**config.mk**
```make
export PLATFORM = sky130hd
export DESIGN_NAME = rv32i_decode_execute_flat
export DESIGN_NICKNAME = d
export VERILOG_FILES = /design/src/rtl/rv32i_decode_execute_if.sv /design/src/rtl/rv32i_decode_execute.sv /design/src/flat_wrapper.sv
export SDC_FILE = /design/constraint.sdc
export NUM_CORES = 1
export LEC_CHECK = 0
export ABC_CLOCK_PERIOD_IN_PS = 12500
export BUFFER_PORTS_ARGS = -buffer_cell sky130_fd_sc_hd__buf_2
export CAP_MARGIN = 5
export CORE_ASPECT_RATIO = 1.5
export CORE_MARGIN = 10
export CORE_UTILIZATION = 45
export DETAILED_ROUTE_END_ITERATION = 8
export HOLD_SLACK_MARGIN = 0.15
export PLACE_DENSITY = 0.64
export SETUP_SLACK_MARGIN = 0.2
export SLEW_MARGIN = 5
export SYNTH_ARGS = -nofsm -noshare
export SYNTH_HDL_FRONTEND = slang
export SYNTH_SLANG_ARGS = --single-unit
```
**constraint.sdc**
```tcl
create_clock -name clock -period 12.5 [get_ports clock]
set_input_delay 2.5 -clock clock [delete_from_list [all_inputs] [get_ports clock]]
set_output_delay 2.5 -clock clock [all_outputs]
set_load 0.005 [all_outputs]
```
**src/rtl/rv32i_decode_execute_if.sv**
```systemverilog
// EX-stage output bus of the decode/execute slice: the ID/EX register contents
// plus the forwarded ALU result, store data and branch target feeding EX/MEM.
interface rv32i_decode_execute_if;
    logic [31:0] ex_pc;
    logic [4:0]  ex_rd_addr;
    logic        ex_jal;
    logic        ex_jalr;
    logic        ex_branch;
    logic        ex_mem_read;
    logic        ex_mem_write;
    logic        ex_reg_write;
    logic [31:0] ex_result;
    logic [31:0] ex_store_data;
    logic [31:0] ex_branch_addr;

    modport master (
        output ex_pc, ex_rd_addr, ex_jal, ex_jalr, ex_branch,
               ex_mem_read, ex_mem_write, ex_reg_write,
               ex_result, ex_store_data, ex_branch_addr
    );

    modport slave (
        input  ex_pc, ex_rd_addr, ex_jal, ex_jalr, ex_branch,
               ex_mem_read, ex_mem_write, ex_reg_write,
               ex_result, ex_store_data, ex_branch_addr
    );
endinterface

```
**src/rtl/rv32i_decode_execute.sv**
```systemverilog
// RV32I decode + ID/EX register + EX stage: operand forwarding from MEM/WB,
// load-use stall detection, ALU, and branch/jump target generation.
module rv32i_decode_execute #(
    parameter int XLEN = 32
) (
    input  logic            clock,
    input  logic            reset,
    input  logic [31:0]     id_instr,
    input  logic [XLEN-1:0] id_pc,
    input  logic [XLEN-1:0] id_rs1_val,
    input  logic [XLEN-1:0] id_rs2_val,
    input  logic            flush,
    input  logic            mem_reg_write,
    input  logic [4:0]      mem_rd_addr,
    input  logic [XLEN-1:0] mem_rd_val,
    input  logic [4:0]      wb_rd_addr,
    input  logic [XLEN-1:0] wb_rd_val,
    output logic [4:0]      id_rs1_addr,
    output logic [4:0]      id_rs2_addr,
    output logic            id_jal,
    output logic [XLEN-1:0] id_imm,
    output logic            stall,
    rv32i_decode_execute_if.master ex_bus
);

    localparam logic [3:0] ALU_NONE = 4'd0;
    localparam logic [3:0] ALU_ADD  = 4'd1;
    localparam logic [3:0] ALU_SUB  = 4'd2;
    localparam logic [3:0] ALU_AND  = 4'd3;
    localparam logic [3:0] ALU_OR   = 4'd4;
    localparam logic [3:0] ALU_XOR  = 4'd5;
    localparam logic [3:0] ALU_SLL  = 4'd6;
    localparam logic [3:0] ALU_SRL  = 4'd7;
    localparam logic [3:0] ALU_SRA  = 4'd8;
    localparam logic [3:0] ALU_SLT  = 4'd9;
    localparam logic [3:0] ALU_SLTU = 4'd10;
    localparam logic [3:0] ALU_EQ   = 4'd11;
    localparam logic [3:0] ALU_NE   = 4'd12;
    localparam logic [3:0] ALU_GE   = 4'd13;
    localparam logic [3:0] ALU_GEU  = 4'd14;

    localparam logic [6:0] OPC_LUI    = 7'b0110111;
    localparam logic [6:0] OPC_AUIPC  = 7'b0010111;
    localparam logic [6:0] OPC_JAL    = 7'b1101111;
    localparam logic [6:0] OPC_JALR   = 7'b1100111;
    localparam logic [6:0] OPC_BRANCH = 7'b1100011;
    localparam logic [6:0] OPC_LOAD   = 7'b0000011;
    localparam logic [6:0] OPC_STORE  = 7'b0100011;
    localparam logic [6:0] OPC_OPIMM  = 7'b0010011;
    localparam logic [6:0] OPC_OP     = 7'b0110011;

    logic [6:0] opcode;
    logic [2:0] funct3;
    logic       funct7_alt;

    logic [XLEN-1:0] imm_i, imm_s, imm_b, imm_u, imm_j, imm_shamt;

    logic            d_jal, d_jalr, d_branch, d_lui, d_auipc;
    logic            d_mem_read, d_mem_write, d_alu_src, d_reg_write;
    logic [3:0]      d_alu_op;
    logic [XLEN-1:0] d_imm;

    logic [XLEN-1:0] ex_pc_q, ex_rs1_val_q, ex_rs2_val_q, ex_imm_q;
    logic [4:0]      ex_rs1_addr_q, ex_rs2_addr_q, ex_rd_addr_q;
    logic            ex_jal_q, ex_jalr_q, ex_branch_q, ex_lui_q, ex_auipc_q;
    logic            ex_mem_read_q, ex_mem_write_q, ex_alu_src_q, ex_reg_write_q;
    logic [3:0]      ex_alu_op_q;

    logic [XLEN-1:0] fwd_rs1, fwd_rs2, alu_src1, alu_src2, alu_out;
    logic            bubble;

    assign opcode      = id_instr[6:0];
    assign funct3      = id_instr[14:12];
    assign funct7_alt  = id_instr[30];
    assign id_rs1_addr = id_instr[19:15];
    assign id_rs2_addr = id_instr[24:20];

    assign imm_i     = {{20{id_instr[31]}}, id_instr[31:20]};
    assign imm_s     = {{20{id_instr[31]}}, id_instr[31:25], id_instr[11:7]};
    assign imm_b     = {{19{id_instr[31]}}, id_instr[31], id_instr[7],
                        id_instr[30:25], id_instr[11:8], 1'b0};
    assign imm_u     = {id_instr[31:12], 12'b0};
    assign imm_j     = {{11{id_instr[31]}}, id_instr[31], id_instr[19:12],
                        id_instr[20], id_instr[30:21], 1'b0};
    assign imm_shamt = {{(XLEN-5){1'b0}}, id_instr[24:20]};

    always_comb begin
        d_jal       = 1'b0;
        d_jalr      = 1'b0;
        d_branch    = 1'b0;
        d_lui       = 1'b0;
        d_auipc     = 1'b0;
        d_mem_read  = 1'b0;
        d_mem_write = 1'b0;
        d_alu_src   = 1'b0;
        d_reg_write = 1'b0;
        d_alu_op    = ALU_NONE;
        d_imm       = '0;
        case (opcode)
            OPC_LUI: begin
                d_lui = 1'b1; d_alu_op = ALU_ADD; d_alu_src = 1'b1;
                d_reg_write = 1'b1; d_imm = imm_u;
            end
            OPC_AUIPC: begin
                d_auipc = 1'b1; d_alu_op = ALU_ADD; d_alu_src = 1'b1;
                d_reg_write = 1'b1; d_imm = imm_u;
            end
            OPC_JAL: begin
                d_jal = 1'b1; d_reg_write = 1'b1; d_imm = imm_j;
            end
            OPC_JALR: begin
                d_jalr = 1'b1; d_alu_op = ALU_ADD; d_alu_src = 1'b1;
                d_reg_write = 1'b1; d_imm = imm_i;
            end
            OPC_BRANCH: begin
                d_branch = 1'b1; d_imm = imm_b;
                case (funct3)
                    3'b000:  d_alu_op = ALU_EQ;
                    3'b001:  d_alu_op = ALU_NE;
                    3'b100:  d_alu_op = ALU_SLT;
                    3'b101:  d_alu_op = ALU_GE;
                    3'b110:  d_alu_op = ALU_SLTU;
                    3'b111:  d_alu_op = ALU_GEU;
                    default: d_alu_op = ALU_NONE;
                endcase
            end
            OPC_LOAD: begin
                d_mem_read = 1'b1; d_alu_op = ALU_ADD; d_alu_src = 1'b1;
                d_reg_write = 1'b1; d_imm = imm_i;
            end
            OPC_STORE: begin
                d_mem_write = 1'b1; d_alu_op = ALU_ADD; d_alu_src = 1'b1;
                d_imm = imm_s;
            end
            OPC_OPIMM: begin
                d_alu_src = 1'b1; d_reg_write = 1'b1; d_imm = imm_i;
                case (funct3)
                    3'b000: d_alu_op = ALU_ADD;
                    3'b010: d_alu_op = ALU_SLT;
                    3'b011: d_alu_op = ALU_SLTU;
                    3'b100: d_alu_op = ALU_XOR;
                    3'b110: d_alu_op = ALU_OR;
                    3'b111: d_alu_op = ALU_AND;
                    3'b001: begin
                        d_alu_op = ALU_SLL; d_imm = imm_shamt;
                    end
                    default: begin
                        d_alu_op = funct7_alt ? ALU_SRA : ALU_SRL;
                        d_imm    = imm_shamt;
                    end
                endcase
            end
            OPC_OP: begin
                d_reg_write = 1'b1;
                case (funct3)
                    3'b000:  d_alu_op = funct7_alt ? ALU_SUB : ALU_ADD;
                    3'b001:  d_alu_op = ALU_SLL;
                    3'b010:  d_alu_op = ALU_SLT;
                    3'b011:  d_alu_op = ALU_SLTU;
                    3'b100:  d_alu_op = ALU_XOR;
                    3'b101:  d_alu_op = funct7_alt ? ALU_SRA : ALU_SRL;
                    3'b110:  d_alu_op = ALU_OR;
                    default: d_alu_op = ALU_AND;
                endcase
            end
            default: begin
                d_alu_op = ALU_NONE;
            end
        endcase
    end

    assign id_jal = d_jal;
    assign id_imm = d_imm;

    // Load-use: the loaded value is not available for forwarding until MEM completes.
    assign stall  = ex_mem_read_q && (ex_rd_addr_q != 5'd0) &&
                    ((id_rs1_addr == ex_rd_addr_q) || (id_rs2_addr == ex_rd_addr_q));
    assign bubble = flush || stall;

    always_ff @(posedge clock or posedge reset) begin
        if (reset) begin
            ex_pc_q        <= '0;
            ex_rs1_addr_q  <= '0;
            ex_rs2_addr_q  <= '0;
            ex_rs1_val_q   <= '0;
            ex_rs2_val_q   <= '0;
            ex_rd_addr_q   <= '0;
            ex_imm_q       <= '0;
            ex_jal_q       <= 1'b0;
            ex_jalr_q      <= 1'b0;
            ex_branch_q    <= 1'b0;
            ex_lui_q       <= 1'b0;
            ex_auipc_q     <= 1'b0;
            ex_mem_read_q  <= 1'b0;
            ex_mem_write_q <= 1'b0;
            ex_alu_src_q   <= 1'b0;
            ex_reg_write_q <= 1'b0;
            ex_alu_op_q    <= ALU_NONE;
        end else begin
            ex_pc_q        <= id_pc;
            ex_rs1_addr_q  <= id_rs1_addr;
            ex_rs2_addr_q  <= id_rs2_addr;
            ex_rs1_val_q   <= id_rs1_val;
            ex_rs2_val_q   <= id_rs2_val;
            ex_rd_addr_q   <= id_instr[11:7];
            ex_imm_q       <= d_imm;
            ex_jal_q       <= bubble ? 1'b0 : d_jal;
            ex_jalr_q      <= bubble ? 1'b0 : d_jalr;
            ex_branch_q    <= bubble ? 1'b0 : d_branch;
            ex_lui_q       <= bubble ? 1'b0 : d_lui;
            ex_auipc_q     <= bubble ? 1'b0 : d_auipc;
            ex_mem_read_q  <= bubble ? 1'b0 : d_mem_read;
            ex_mem_write_q <= bubble ? 1'b0 : d_mem_write;
            ex_alu_src_q   <= bubble ? 1'b0 : d_alu_src;
            ex_reg_write_q <= bubble ? 1'b0 : d_reg_write;
            ex_alu_op_q    <= bubble ? ALU_NONE : d_alu_op;
        end
    end

    // MEM result is younger than WB, so it wins when both target the same register.
    always_comb begin
        fwd_rs1 = ex_rs1_val_q;
        if (mem_reg_write && (mem_rd_addr != 5'd0) && (mem_rd_addr == ex_rs1_addr_q))
            fwd_rs1 = mem_rd_val;
        else if ((wb_rd_addr != 5'd0) && (wb_rd_addr == ex_rs1_addr_q))
            fwd_rs1 = wb_rd_val;
    end

    always_comb begin
        fwd_rs2 = ex_rs2_val_q;
        if (mem_reg_write && (mem_rd_addr != 5'd0) && (mem_rd_addr == ex_rs2_addr_q))
            fwd_rs2 = mem_rd_val;
        else if ((wb_rd_addr != 5'd0) && (wb_rd_addr == ex_rs2_addr_q))
            fwd_rs2 = wb_rd_val;
    end

    assign alu_src1 = ex_lui_q ? '0 : (ex_auipc_q ? ex_pc_q : fwd_rs1);
    assign alu_src2 = ex_alu_src_q ? ex_imm_q : fwd_rs2;

    always_comb begin
        alu_out = '0;
        case (ex_alu_op_q)
            ALU_ADD:  alu_out = alu_src1 + alu_src2;
            ALU_SUB:  alu_out = alu_src1 - alu_src2;
            ALU_AND:  alu_out = alu_src1 & alu_src2;
            ALU_OR:   alu_out = alu_src1 | alu_src2;
            ALU_XOR:  alu_out = alu_src1 ^ alu_src2;
            ALU_SLL:  alu_out = alu_src1 << alu_src2[4:0];
            ALU_SRL:  alu_out = alu_src1 >> alu_src2[4:0];
            ALU_SRA:  alu_out = $unsigned($signed(alu_src1) >>> alu_src2[4:0]);
            ALU_SLT:  alu_out = {{(XLEN-1){1'b0}}, $signed(alu_src1) < $signed(alu_src2)};
            ALU_SLTU: alu_out = {{(XLEN-1){1'b0}}, alu_src1 < alu_src2};
            ALU_EQ:   alu_out = {{(XLEN-1){1'b0}}, alu_src1 == alu_src2};
            ALU_NE:   alu_out = {{(XLEN-1){1'b0}}, alu_src1 != alu_src2};
            ALU_GE:   alu_out = {{(XLEN-1){1'b0}}, $signed(alu_src1) >= $signed(alu_src2)};
            ALU_GEU:  alu_out = {{(XLEN-1){1'b0}}, alu_src1 >= alu_src2};
            default:  alu_out = '0;
        endcase
    end

    assign ex_bus.ex_pc          = ex_pc_q;
    assign ex_bus.ex_rd_addr     = ex_rd_addr_q;
    assign ex_bus.ex_jal         = ex_jal_q;
    assign ex_bus.ex_jalr        = ex_jalr_q;
    assign ex_bus.ex_branch      = ex_branch_q;
    assign ex_bus.ex_mem_read    = ex_mem_read_q;
    assign ex_bus.ex_mem_write   = ex_mem_write_q;
    assign ex_bus.ex_reg_write   = ex_reg_write_q;
    assign ex_bus.ex_result      = alu_out;
    assign ex_bus.ex_store_data  = fwd_rs2;
    assign ex_bus.ex_branch_addr = ex_jalr_q ? alu_out : (ex_pc_q + ex_imm_q);

endmodule

```
**src/flat_wrapper.sv**
```systemverilog
// flat-port wrapper written by rule: the top's interface ports become plain ports
module rv32i_decode_execute_flat 
#(
    parameter int XLEN = 32
)
  (clock, reset, id_instr, id_pc, id_rs1_val, id_rs2_val, flush, mem_reg_write, mem_rd_addr, mem_rd_val, wb_rd_addr, wb_rd_val, id_rs1_addr, id_rs2_addr, id_jal, id_imm, stall, ex_bus_ex_pc, ex_bus_ex_rd_addr, ex_bus_ex_jal, ex_bus_ex_jalr, ex_bus_ex_branch, ex_bus_ex_mem_read, ex_bus_ex_mem_write, ex_bus_ex_reg_write, ex_bus_ex_result, ex_bus_ex_store_data, ex_bus_ex_branch_addr);
  rv32i_decode_execute_if ex_bus_i ();
  input  logic clock;
  input  logic reset;
  input  logic [31:0] id_instr;
  input  logic [XLEN-1:0] id_pc;
  input  logic [XLEN-1:0] id_rs1_val;
  input  logic [XLEN-1:0] id_rs2_val;
  input  logic flush;
  input  logic mem_reg_write;
  input  logic [4:0] mem_rd_addr;
  input  logic [XLEN-1:0] mem_rd_val;
  input  logic [4:0] wb_rd_addr;
  input  logic [XLEN-1:0] wb_rd_val;
  output logic [4:0] id_rs1_addr;
  output logic [4:0] id_rs2_addr;
  output logic id_jal;
  output logic [XLEN-1:0] id_imm;
  output logic stall;
  output wire logic [$bits(ex_bus_i.ex_pc)-1:0] ex_bus_ex_pc;
  output wire logic [$bits(ex_bus_i.ex_rd_addr)-1:0] ex_bus_ex_rd_addr;
  output wire logic [$bits(ex_bus_i.ex_jal)-1:0] ex_bus_ex_jal;
  output wire logic [$bits(ex_bus_i.ex_jalr)-1:0] ex_bus_ex_jalr;
  output wire logic [$bits(ex_bus_i.ex_branch)-1:0] ex_bus_ex_branch;
  output wire logic [$bits(ex_bus_i.ex_mem_read)-1:0] ex_bus_ex_mem_read;
  output wire logic [$bits(ex_bus_i.ex_mem_write)-1:0] ex_bus_ex_mem_write;
  output wire logic [$bits(ex_bus_i.ex_reg_write)-1:0] ex_bus_ex_reg_write;
  output wire logic [$bits(ex_bus_i.ex_result)-1:0] ex_bus_ex_result;
  output wire logic [$bits(ex_bus_i.ex_store_data)-1:0] ex_bus_ex_store_data;
  output wire logic [$bits(ex_bus_i.ex_branch_addr)-1:0] ex_bus_ex_branch_addr;
  assign ex_bus_ex_pc = ex_bus_i.ex_pc;
  assign ex_bus_ex_rd_addr = ex_bus_i.ex_rd_addr;
  assign ex_bus_ex_jal = ex_bus_i.ex_jal;
  assign ex_bus_ex_jalr = ex_bus_i.ex_jalr;
  assign ex_bus_ex_branch = ex_bus_i.ex_branch;
  assign ex_bus_ex_mem_read = ex_bus_i.ex_mem_read;
  assign ex_bus_ex_mem_write = ex_bus_i.ex_mem_write;
  assign ex_bus_ex_reg_write = ex_bus_i.ex_reg_write;
  assign ex_bus_ex_result = ex_bus_i.ex_result;
  assign ex_bus_ex_store_data = ex_bus_i.ex_store_data;
  assign ex_bus_ex_branch_addr = ex_bus_i.ex_branch_addr;
  rv32i_decode_execute #(.XLEN(XLEN)) u_core (.clock(clock), .reset(reset), .id_instr(id_instr), .id_pc(id_pc), .id_rs1_val(id_rs1_val), .id_rs2_val(id_rs2_val), .flush(flush), .mem_reg_write(mem_reg_write), .mem_rd_addr(mem_rd_addr), .mem_rd_val(mem_rd_val), .wb_rd_addr(wb_rd_addr), .wb_rd_val(wb_rd_val), .id_rs1_addr(id_rs1_addr), .id_rs2_addr(id_rs2_addr), .id_jal(id_jal), .id_imm(id_imm), .stall(stall), .ex_bus(ex_bus_i));
endmodule
```
==> results.json, run 1 <==
{
  "synth_xor_area_frac": 0.0317,
  "grt_pass1_wl_mm": 156,
  "rsz0062_at_grt": "no",
  "worstHoldPathType": "reg -> reg",
  "drc": 0,
  "worst_r2r_path_depth": 7,
  "min_period_ns": 12.01,
  "regToRegSetupSlack_ns": 10.33,
  "fmax_ghz": 0.0833,
  "p_leak_nw": 9.82,
  "critPathLaunchType": "input pin",
  "ir_drop_uv": 113,
  "yosysUniqueCellTypes": 97,
  "worstHoldPathCells": 4,
  "grt_overflow_total": 0,
  "cts_root_buf": "clkbuf_16",
  "grt_pass1_vias": 22200,
  "post_cts_buffers": 0,
  "highest_layer": "met5",
  "drive_above_1_share": 0.243,
  "met3_length_mm": 11.5,
  "cts-htree-levels": 4,
  "cts_inserted_buffers": 17,
  "cts_tree": "done",
  "power_density_nw_per_um2": 97.4,
  "finalHoldViolations": 0,
  "vias": 22400,
  "synth-edff-count": 0,
  "clk_latency_ns": 0.45,
  "start_util": 0.455,
  "clock_sinks": 156,
  "core_area_um2": 40100,
  "wl_mm": 111,
  "syn_nets": 2624,
  "skew_ns": 0.0141,
  "synthMuxAreaShare": 0.122,
  "synthSimpleGateAreaFrac": 0.179,
  "synth_most_common_cell": "nand2_1",
  "r2r_end": "u_core.ex_alu_op_q[3]",
  "max_stage_delay_ns": 0.87,
  "fp.dieH_um": 266,
  "area_growth_pct": 17.5,
  "synthTopCellsByArea": "dfrtp_1, ha_1, mux2i_1, a21oi_1, mux2_2",
  "status": "finished, violations left",
  "dr_wl_met2_mm": 50.5,
  "async_reset_ff_frac": 1.00,
  "stdcell_count": 3137,
  "worst_pin_slew_ns": 1.50,
  "synth_ff_type": "dfrtp_1",
  "dp.cells": 3104,
  "timing.slew.headroom": -0.00618,
  "violations": "max-capacitance violations, max-slew violations",
  "die-width_um": 184,
  "drt_iter0_drc": 3269,
  "ctsResizeCount": 0,
  "clkTransAtPathRegs_ns": 0.07,
  "antenna_found_initial": 2,
  "gp_congestion": 1.11,
  "hold_buffers": 0,
  "seq_area_frac_synth": 0.214,
  "synth_fa_ha_area_frac": 0.0912,
  "io_pins": 389,
  "grt_max_degree": 87,
  "die-area_um2": 49100,
  "setup_viol": 0,
  "synth_compound_area_frac": 0.302,
  "crit_family": "compound AO/OA/AOI/OAI gates",
  "yosys.area.top_type_share": 0.214,
  "worstHoldStart": "u_core.ex_bus.ex_mem_read",
  "crit_chain": "buf_2, xnor2_1, nand3_1, nor3_4, buf_4, mux2_2, a222oi_1, inv_1, ha_1, nor2_1, nand3_1, nor3_1, o21ai_0, a31oi_1, a221o_1, mux2i_1, o211ai_1, a211oi_1, mux2i_1, buf_2",
  "yosysWarnings": 0,
  "netlist_instances": 2287,
  "holdPathEnd": "u_core.ex_alu_src_q",
  "r2r_start": "u_core.ex_bus.ex_rd_addr[0]",
  "fill_cells": 3815,
  "syn_area_um2": 18200,
  "required_ns": 10.00,
  "ctsLongestPathBuffers": 2,
  "slew_viol_final": 2,
  "finalCritPeriodShare": 0.961,
  "gr-usage-all-layers": 0.434,
  "ant_nets": 0,
  "path_buf_inv": 4,
  "ys_ff_latch": 156,
  "port_buffers": 388,
  "firstDrtPassIters": 7,
  "crit_arrival_ns": 9.51,
  "synth_top_family_by_area": "compound AO/OA/AOI/OAI gates",
  "critPathKind": "in -> out",
  "nets": 2954,
  "routedWlPerCell_um": 35.2,
  "drv_cap": 1,
  "end_kind": "primary output",
  "dp_hpwl_mm": 88.4,
  "crit_fanout": 14,
  "wl_met1_mm": 36.5,
  "vias_per_cell": 7.15,
  "synth_area_leader_cell": "dfrtp_1",
  "rows": 90,
  "syn_area_per_cell_um2": 7.97,
  "synthTopCellsByCount": "nand2_1, a21oi_1, nor2_1",
  "cpMaxStageDelayCell": "a222oi_1",
  "fin_tns_setup_ns": 0
}
==> state kept, by name, indices dropped and copies added (netlist names), 4 cells and up <==
signal	count
u_core.ex_bus.ex_pc	32
u_core.ex_rs2_addr_q	5
u_core.ex_rs1_val_q	32
u_core.ex_rs1_addr_q	5
u_core.ex_bus.ex_rd_addr	5
u_core.ex_alu_op_q	4
u_core.ex_rs2_val_q	32
u_core.ex_imm_q	32
==> how the worst max path moves through the flow <==
stage                              start                        end  cells past startpoint
after floorplan           mem_rd_addr[0]  ex_bus_ex_branch_addr[27]                     22
after global placement     wb_rd_addr[3]  ex_bus_ex_branch_addr[29]                     20
after detailed placement   wb_rd_addr[3]  ex_bus_ex_branch_addr[29]                     20
after CTS                  wb_rd_addr[3]  ex_bus_ex_branch_addr[29]                     20
after global routing       wb_rd_addr[3]  ex_bus_ex_branch_addr[29]                     20
final                      wb_rd_addr[3]  ex_bus_ex_branch_addr[29]                     20
==> layout make-up <==
cell class                      count  area [um^2]  area share
Multi-Input combinational cell   1867        13300       0.622
Inverter                          108          412      0.0192
Sequential cell                   156         3900       0.182
Clock buffer                       17          425      0.0199
Tap cell                          506          633      0.0296
Timing Repair Buffer              467         2530       0.118
Antenna cell                        1         2.50    0.000117
Clock inverter                     15          189     0.00882
==> tightest hold or removal path, stage by stage, from the launching register on <==
cell and delay, ns:
dfrtp_1 0.48, o21ai_0 0.12, a21oi_1 0.18, or2_2 0.28
nor2_1 0.09
==> cells in the final DEF (no fill, tap or decap), types with 12 or more instances in the layout <==
cell type	instances
ha_1	128
o21bai_1	20
xor2_1	16
nand4_1	33
nor2_1	161
nor2b_1	19
buf_4	78
clkbuf_16	17
a211o_1	12
o221ai_1	24
nor4_1	22
a21o_1	31
a222oi_1	18
and2_1	24
nand2b_1	26
dfrtp_1	156
a22o_1	21
a22oi_1	18
a21oi_1	181
o211ai_1	39
buf_2	389
a31oi_1	34
nor3_1	54
inv_1	101
a211oi_1	58
nand2_1	199
mux2_2	68
o31ai_1	30
o21a_1	24
and3_1	14
or2_2	13
a221oi_1	19
nand3_1	44
xnor2_1	50
o22ai_1	29
o21ai_0	124
mux2i_1	128
==> layer usage <==
layer  vias up  track usage
met5         -            0
met4         4        0.400
met3       581        0.112
met2      1907        0.700
met1     10600        0.456
li1       9327            -
==> power by group <==
| part | switching [mW] | internal (mW) |
|---|---|---|
| Clock | 0.274 | 0.274 |
| Combinational | 0.666 | 0.323 |
| Sequential | 0.0226 | 0.525 |
| Total | 0.963 | 1.12 |
==> kinds of logic after synthesis <==
family                   count (synthesis)
XOR/XNOR                                66
AND/OR/NAND/NOR                        671
buffers and inverters                  264
adder cells (fa/ha/maj)                131
flip-flops                             156
multiplexers                           205
AO/OA/AOI/OAI                          794
==> metrics by stage <==
step                      setup WS, ns  instance area [um^2]  power [mW]  hold slack [ns]   util
after floorplan                   1.98                 18200        1.10             1.01      -
after global placement            1.19                 20800        1.49             1.12  0.519
after detailed placement          1.00                 20800        1.49             1.11  0.519
after CTS                        0.920                 21400        2.03             1.15  0.534
after global routing             0.353                 21400        2.14             1.18  0.534
final                            0.491                 21400        2.08             1.18  0.534
Power figures use the tool's default switching activity.
==> run 2, diff against run 1 <==
--- a/config.mk
+++ b/config.mk
@@ -5,6 +5,7 @@
 export SDC_FILE = /design/constraint.sdc
 export NUM_CORES = 1
 export LEC_CHECK = 0
+export ABC_AREA = 1
 export ABC_CLOCK_PERIOD_IN_PS = 12500
 export BUFFER_PORTS_ARGS = -buffer_cell sky130_fd_sc_hd__buf_2
 export CAP_MARGIN = 5
@@ -13,7 +14,7 @@
 export CORE_UTILIZATION = 45
 export DETAILED_ROUTE_END_ITERATION = 8
 export HOLD_SLACK_MARGIN = 0.15
-export PLACE_DENSITY = 0.64
+export PLACE_DENSITY = 0.63
 export SETUP_SLACK_MARGIN = 0.2
 export SLEW_MARGIN = 5
 export SYNTH_ARGS = -nofsm -noshare
==> results.json, run 2 <==
{
  "p_leak_nw": 12.2,
  "vias_per_cell": 6.20,
  "dpl_cell_area_um2": 21500,
  "grt_pass1_vias": 25000,
  "worst_r2r_path_depth": 9,
  "end_kind": "primary output",
  "die-area_um2": 52000,
  "dp_hpwl_mm": 94.6,
  "rows": 93,
  "ant_nets": 0,
  "yosysUniqueCellTypes": 56,
  "critPathLaunchType": "input pin",
  "ctsLongestPathBuffers": 2,
  "syn_area_um2": 19400,
  "routedWlPerCell_um": 28.3,
  "gr-usage-all-layers": 0.434,
  "synth_top_family_by_area": "simple AND/OR/NAND/NOR gates",
  "synth_most_common_cell": "nand2_1",
  "seq_area_frac_synth": 0.201,
  "p_total_mw": 1.98,
  "r2r_end": "u_core.ex_alu_op_q[1]",
  "synth_ff_type": "dfrtp_1",
  "worstHoldPathType": "reg -> reg",
  "finalInstanceArea_um2": 22100,
  "ctsResizeCount": 0,
  "regToRegSetupSlack_ns": 10.40,
  "io_pins": 389,
  "clkTransAtPathRegs_ns": 0.07,
  "status": "finished clean",
  "crit_arrival_ns": 9.16,
  "crit_fanout": 38,
  "die-width_um": 190,
  "cts_inserted_buffers": 17,
  "start_util": 0.453,
  "worst_pin_slew_ns": 1.26,
  "yosysWarnings": 0,
  "cpMaxStageDelayCell": "nor3_1",
  "netlist_instances": 3254,
  "fin_tns_setup_ns": 0,
  "drc": 0,
  "hold_buffers": 0,
  "startpoint": "mem_rd_addr[1]",
  "r2r_start": "u_core.ex_bus.ex_rd_addr[3]",
  "skew_ns": 0.0140,
  "firstDrtPassIters": 9,
  "antenna_found_initial": 13,
  "synth-edff-count": 0,
  "ys_ff_latch": 156,
  "synthMuxAreaShare": 0,
  "vias": 25600,
  "synth_compound_area_frac": 0.170,
  "nets": 3877,
  "fp.dieH_um": 274,
  "drv_cap": 0,
  "drive_above_1_share": 0.171,
  "fmax_ghz": 0.0858,
  "wl_mm": 117,
  "synthTopCellsByCount": "nand2_1, inv_1, nand3_1",
  "clk_latency_ns": 0.44,
  "finalHoldViolations": 0,
  "worstHoldStart": "u_core.ex_bus.ex_mem_read",
  "post_cts_buffers": 0,
  "max_stage_delay_ns": 0.81,
  "core_area_um2": 42800,
  "final_common_cell": "nand2_1",
  "synthTopCellsByArea": "dfrtp_1, nand2_1, nand3_1, inv_1, ha_1",
  "required_ns": 10.00,
  "clock_sinks": 156,
  "grt_pass1_wl_mm": 165,
  "synth_area_leader_cell": "dfrtp_1",
  "synth_xor_area_frac": 0.0171,
  "stdcell_count": 4134,
  "port_buffers": 388,
  "final_cell_mix": "nand2_1, inv_1, nand3_1",
  "yosys.area.top_type_share": 0.201,
  "finalCritPeriodShare": 0.933,
  "cts_root_buf": "clkbuf_16",
  "crit_top_cell": "nand2_1",
  "cts-htree-levels": 4,
  "grt_overflow_total": 0,
  "syn_nets": 3591,
  "min_period_ns": 11.66,
  "gp_congestion": 1.17,
  "drt_iter0_drc": 3475,
  "async_reset_ff_frac": 1.00,
  "cts_tree": "done",
  "hold_ws_ns": 1.01,
  "power_density_nw_per_um2": 89.6,
  "rsz0062_at_grt": "no",
  "dp.cells": 4091,
  "synth_fa_ha_area_frac": 0.0856,
  "syn_area_per_cell_um2": 5.97,
  "slew_viol_final": 0,
  "ir_drop_uv": 131,
  "setup_viol": 0,
  "timing.slew.headroom": 0.157,
  "endpoint": "ex_bus_ex_branch_addr[18]",
  "grt_max_degree": 81,
  "area_growth_pct": 13.7,
  "critPathKind": "in -> out",
  "synthSimpleGateAreaFrac": 0.395
}
run 2: worst min-delay path by stage:
stage	to	slack [ns]	depth (start not counted)
after floorplan	u_core.ex_alu_op_q[3]	0.68	4
after global placement	u_core.ex_bus.ex_jalr	0.99	4
after detailed placement	u_core.ex_bus.ex_jal	0.97	4
after CTS	u_core.ex_bus.ex_reg_write	1.0	4
after global routing	u_core.ex_bus.ex_branch	1.04	4
final	u_core.ex_bus.ex_reg_write	1.01	4
run 2: cell families after synthesis:
logic type	Yosys count
flip-flops	156
adder cells (fa/ha/maj)	131
AND/OR/NAND/NOR	1738
XOR/XNOR	38
AO/OA/AOI/OAI	588
buffers and inverters	603
run 2: final cells by class:
type	count	area (um^2)
multi-input combinational	2495	13000
fill	4628	20700
timing repair buffer	418	2170
antenna	11	27.5
sequential	156	3900
tap	570	713
clock inverter	13	156
clock buffer	19	433
inverter	452	1700
run 2: report_power, final:
part / leakage, nW / switching [mW] / internal, mW / total (mW)
registers: 1.92 / 0.0282 / 0.525 / 0.553
clock network: 0.276 / 0.246 / 0.300 / 0.547
logic: 10.0 / 0.635 / 0.243 / 0.878
total: 12.2 / 0.910 / 1.07 / 1.98
run 2: through the flow:
stage | setup WS (ns) | utilization
3_5_place_dp | 1.51 | 0.501
3_3_place_gp | 1.70 | 0.501
4_1_cts | 1.51 | 0.515
2_1_floorplan | 4.02 | -
5_1_grt | 0.623 | 0.515
6_report | 0.843 | 0.516
run 2: layer usage:
metal | global-route usage | vias up | part of all wire
met5 | 0 | - | 0.00038
met3 | 0.129 | 640 | 0.11
met2 | 0.722 | 2022 | 0.46
met4 | 0.420 | 6 | 0.12
li1 | - | 11200 | -
met1 | 0.421 | 11800 | 0.31
run 2: critical path: cells and delay by family:
family | cells | cell delay, ns
AOI/OAI and AO/OA | 3 | 0.86
xor gates and xnor gates | 2 | 0.35
adders and majority gates | 2 | 0.84
buffers and inverters | 4 | 1.10
and+or+nand+nor | 16 | 3.44
